==> config.mk <==
export PLATFORM = sky130hd
export DESIGN_NAME = md_issue_ctrl
export DESIGN_NICKNAME = d
export VERILOG_FILES = /design/src/rtl/md_issue_ctrl.sv
export SDC_FILE = /design/constraint.sdc
export NUM_CORES = 1
export LEC_CHECK = 0
export CORE_MARGIN = 4
export CORE_UTILIZATION = 38
export DETAILED_ROUTE_END_ITERATION = 6
export GPL_TIMING_DRIVEN = 0
export HOLD_SLACK_MARGIN = 0.1
export PLACE_DENSITY = 0.87
export SYNTH_ARGS = -nofsm -noshare
export SYNTH_HDL_FRONTEND = slang
export SYNTH_SLANG_ARGS = --single-unit
==> constraint.sdc <==
create_clock -name clk -period 2.4 [get_ports clk]
set_clock_uncertainty 0.2 [all_clocks]
set_input_delay 0.24 -clock clk [delete_from_list [all_inputs] [get_ports clk]]
set_output_delay 0.24 -clock clk [all_outputs]
set_load 0.02 [all_outputs]
==> src/rtl/md_issue_ctrl.sv <==
// rtl/md_issue_ctrl.sv - initiator side of the multiply/divide unit Start/Busy handshake
//
// Ports:
//   clk, reset            rising-edge clock, synchronous active-low reset
//   E_md_start, E_md_op   E-stage MD request and its opcode
//   E_rs, E_rt            forwarded operands, latched into DataA/DataB on accept
//   D_md_use              D-stage instruction touches the MD unit or HI/LO
//   E_rd_hi, E_rd_lo      E-stage mfhi / mflo select for md_rdata
//   Busy, HI, LO          from the MD unit
//   Start                 one-cycle request pulse to the MD unit
//   DataA, DataB, MDctrl  operands and opcode, held from Start until the next accept
//   stall_md              freeze PC/IF-ID and bubble E while the unit is in use
//   md_rdata              HI/LO readback mux (combinational)
//   proto_err             sticky Busy handshake violation
//   timeout_err           sticky watchdog abort

module md_issue_ctrl #(
    parameter int TIMEOUT = 64,
    parameter int CNT_W   = 7
) (
    input  logic        clk,
    input  logic        reset,
    input  logic        E_md_start,
    input  logic [2:0]  E_md_op,
    input  logic [31:0] E_rs,
    input  logic [31:0] E_rt,
    input  logic        D_md_use,
    input  logic        E_rd_hi,
    input  logic        E_rd_lo,
    input  logic        Busy,
    input  logic [31:0] HI,
    input  logic [31:0] LO,
    output logic        Start,
    output logic [31:0] DataA,
    output logic [31:0] DataB,
    output logic [2:0]  MDctrl,
    output logic        stall_md,
    output logic [31:0] md_rdata,
    output logic        proto_err,
    output logic        timeout_err
);

    typedef enum logic [1:0] {
        S_IDLE   = 2'd0,
        S_MTX    = 2'd1,
        S_ISSUED = 2'd2,
        S_WAIT   = 2'd3
    } state_t;

    state_t           state;
    logic [CNT_W-1:0] cnt;

    // cnt holds the number of ISSUED/WAIT cycles already completed, so the
    // cycle in which it equals TIMEOUT-1 is the last one allowed.
    localparam logic [CNT_W-1:0] CNT_LAST = CNT_W'(TIMEOUT - 1);
    // The first WAIT cycle always follows exactly one ISSUED cycle.
    localparam logic [CNT_W-1:0] CNT_FIRST_WAIT = CNT_W'(1);

    always_ff @(posedge clk) begin
        if (!reset) begin
            state       <= S_IDLE;
            Start       <= 1'b0;
            DataA       <= '0;
            DataB       <= '0;
            MDctrl      <= '0;
            cnt         <= '0;
            proto_err   <= 1'b0;
            timeout_err <= 1'b0;
        end else begin
            // Start is only raised on the accepting edge, so it can never
            // stay high for more than the single MTX/ISSUED cycle.
            Start <= 1'b0;

            case (state)
                S_IDLE: begin
                    if (E_md_start) begin
                        DataA  <= E_rs;
                        DataB  <= E_rt;
                        MDctrl <= E_md_op;
                        Start  <= 1'b1;
                        if (E_md_op[2]) begin
                            // mthi/mtlo: the unit writes HI/LO without a Busy phase
                            state <= S_MTX;
                        end else begin
                            state <= S_ISSUED;
                            cnt   <= '0;
                        end
                    end
                end

                S_MTX: begin
                    if (Busy) begin
                        proto_err <= 1'b1;
                    end
                    state <= S_IDLE;
                end

                S_ISSUED: begin
                    cnt <= cnt + 1'b1;
                    if (cnt == CNT_LAST) begin
                        timeout_err <= 1'b1;
                        state       <= S_IDLE;
                    end else begin
                        state <= S_WAIT;
                    end
                end

                S_WAIT: begin
                    cnt <= cnt + 1'b1;
                    if (!Busy) begin
                        // Busy low on the very first WAIT cycle means the unit
                        // never acknowledged the Start pulse.
                        if (cnt == CNT_FIRST_WAIT) begin
                            proto_err <= 1'b1;
                        end
                        state <= S_IDLE;
                    end else if (cnt == CNT_LAST) begin
                        timeout_err <= 1'b1;
                        state       <= S_IDLE;
                    end
                end

                default: state <= S_IDLE;
            endcase

            // A request arriving while an operation is in flight means the
            // upstream stall failed; the request is dropped.
            if (E_md_start && (state != S_IDLE)) begin
                proto_err <= 1'b1;
            end
        end
    end

    // Combinational so an MD-dependent instruction directly behind an MD op
    // in E is held in D on the same cycle the op is presented.
    assign stall_md = D_md_use & ((state != S_IDLE) | E_md_start);

    always_comb begin
        md_rdata = '0;
        if (E_rd_hi) begin
            md_rdata = HI;
        end else if (E_rd_lo) begin
            md_rdata = LO;
        end
    end

endmodule
==> results_dict.tcl <==
set metrics [dict create \
    cts_max_level 3 \
    crit_type "in2out" \
    final_core_util_pct 71.03 \
    cts_tree "built" \
    cp.arrival_ns 1.90 \
    die_h_um 103.6 \
    power.total_mw 3.593 \
    synth_edf_count 0 \
    synth_top_family_by_area "compound AO/OA/AOI/OAI gates" \
    root_buffer "clkbuf_8" \
    num_vias 3842 \
    coreArea_um2 8806 \
    synth_compound_area_share_pct 26.14 \
    whs_ns 0.1250 \
    rr_endpoint "DataA[19]$_SDFFE_PN0P_" \
    rsz0062_at_grt "no" \
    worst_slew_pin_slew_ns 0.4876 \
    layout_common_cells "215 x clkdlybuf4s50_1, 136 x nand2_1, 79 x dfxtp_1" \
    timing.final.crit_share_pct 97.40 \
    synth_cell_types 31 \
    yosys.area_share.xor_xnor_pct 0 \
    ys_seq_area_share_pct 45.52 \
    cts.clk_slew.worst_paths_ns 0.09 \
    synth_simple_gate_area_share_pct 20.49 \
    grt_usage_pct 24.69 \
    drt-initial-drc-count 137 \
    worstPathRequired_ns 1.96 \
    yosysWarnings 0 \
    crit_fanout 10 \
    crit_start "E_rd_lo" \
    wl_per_cell_um 17.74 \
    worstRegToRegCells 6 \
    ioPinCount 241 \
    grt_pass1_wl_mm 21.22 \
    crit_path_end_kind "primary output" \
    endpoint "md_rdata[8]" \
    die_x_um 103.6 \
    hold_violations 0 \
    drc 0 \
    status "finished, final reports clean" \
    ys_seq_elements 79 \
    place.gp.congestion 0.8287 \
    timing.fmax_mhz 427.8 \
    grt-ovfl-total 0 \
    p_leak_nw 2.480 \
    drtAntennaViolNets 0 \
    layout_commonest_cell "clkdlybuf4s50_1" \
    final.setup.worst_slack_ns 0.06229 \
    syn_nets 544 \
    netlist_area_um2 3475 \
    hold_path.class "in2reg" \
    async_flop_share_pct 0 \
    diodes 0 \
    initial_core_util_pct 39.46 \
    max_slew_margin_pct 67.50 \
    avgSynthCellArea_um2 8.600 \
    syn_to_final_growth_pct 80.01 \
    yosys.area_share.adder_pct 0.7202 \
    maxCapViolCount 0 \
    drt-total-wl_mm 13.61 \
    synth_cells 404 \
    clock_sink_count 79 \
    first_pass_iters 4 \
    r2r_start "state[1]$_SDFFE_PN0P_" \
    reg2reg_slack_ns 0.61 \
    synthFlopType "dfxtp_1" \
    port_buffers 238 \
    cts_max_path_buffers 2 \
    dp_hpwl_mm 10.90 \
    synth.mux.area_fraction_pct 1.152 \
    via_per_inst 5.009 \
    fin_area_um2 6255 \
    power_density_nw_per_um2 574.4 \
    slew_viol_final 0 \
    drive_above_1_share_pct 6.070 \
    setup_viol 0 \
    cp-start-kind "primary input" \
    post-place-ws_ns -0.3452 \
    grt_max_degree 17 \
    post_dp_cell_area_um2 5992 \
    clk_latency_ns 0.35 \
    ir_drop_v 0.0003370 \
    die-area_um2 10740 \
    nets 794 \
    first_global_vias 3806 \
    row_count 34 \
    antenna_found_initial 1 \
    cts_buffers 9 \
    fin_crit_ns 2.338 \
]
==> critical path, stage by stage <==
cell and delay (ns):
clkdlybuf4s50_1 0.47, nor2b_2 0.20, clkbuf_4 0.24, a22o_1 0.14, clkdlybuf4s50_1 0.61
==> per-layer routing <==
layer	share of wire [%]	wire length (µm)	GRT usage [%]	vias up
li1	-	-	-	1878
met1	41	5519	29.29	1776
met2	49	6735	42.52	166
met3	8.0	1087	8.209	22
met4	2.0	266	7.217	0
met5	0	0	0	-
==> area by class of cell <==
cell class	instances	area, µm²
fill	695	2551
buffer	34	203.9
sequential	79	1582
inverter	4	15.01
timing repair buffer	239	2397
clock inverter	7	110.1
clock buffer	9	123.9
multi-input combinational	287	1688
tap	108	135.1
==> where the power goes <==
| group | internal (mW) | total (mW) | switching (mW) |
|---|---|---|---|
| Sequential | 1.40 | 1.44 | 0.0453 |
| Combinational | 0.522 | 0.982 | 0.461 |
| Clock | 0.611 | 1.17 | 0.556 |
| Total | 2.53 | 3.59 | 1.06 |
==> stage by stage <==
stage          TNS [ns]  cells
3_3_place_gp     -5.883    750
5_1_grt               0    767
6_report              0    767
3_5_place_dp     -7.133    750
2_1_floorplan         0    404
4_1_cts               0    767
==> worst min-delay path by stage <==
| stage | depth (start not counted) | end | start |
|---|---|---|---|
| CTS | 2 | timeout_err$_SDFFE_PN0P_ | reset |
| finish | 3 | proto_err$_SDFFE_PN0P_ | reset |
| floorplan | 2 | DataA[10]$_SDFFE_PN0P_ | E_rs[10] |
| global placement | 2 | DataA[22]$_SDFFE_PN0P_ | DataA[22]$_SDFFE_PN0P_ |
| global route | 2 | timeout_err$_SDFFE_PN0P_ | reset |
| detailed placement | 2 | DataA[17]$_SDFFE_PN0P_ | DataA[17]$_SDFFE_PN0P_ |
==> sequential cells by signal, indices dropped and copies added (netlist names) <==
| name | cells |
|---|---|
| proto_err | 1 |
| DataB | 32 |
| cnt | 7 |
| timeout_err | 1 |
| MDctrl | 3 |
| DataA | 32 |
| Start | 1 |
| state | 2 |
==> synthesized netlist by cell type (3+ instances only) <==
cell type	number	share of area, %
a21boi_0	52	11
a21boi_1	19	4.1
a22o_1	31	7.8
buf_2	7	1.0
buf_4	3	0.65
buf_6	6	1.9
clkbuf_1	18	1.9
dfxtp_1	79	46
inv_1	3	0.32
mux2i_1	4	1.2
nand2_1	136	15
nand2b_1	4	0.72
nand3_1	9	1.3
nand3b_1	4	0.86
nand4_1	3	0.54
nor4b_1	3	0.76
o21ai_0	4	0.58
==> what timing repair did <==
| action | in CTS | in global routing |
|---|---|---|
| buffers inserted | 0 | 0 |
| pin swaps | 0 | 0 |
| hold endpoints to repair | 20 | 0 |
| hold buffers | 1 | 0 |
| endpoints found under the setup margin | 30 | 11 |
| resized for setup | 20 | 11 |
==> kinds of logic (layout without fill, tap and decap cells) <==
group / count (synthesis) / after routing
AND/OR/NAND/NOR: 165 / 165
flip-flops: 79 / 79
adder cells (fa/ha/maj): 2 / 2
AO/OA/AOI/OAI: 116 / 116
buffers and inverters: 38 / 293
multiplexers: 4 / 4
No activity file was read; power rests on OpenSTA's default activity.
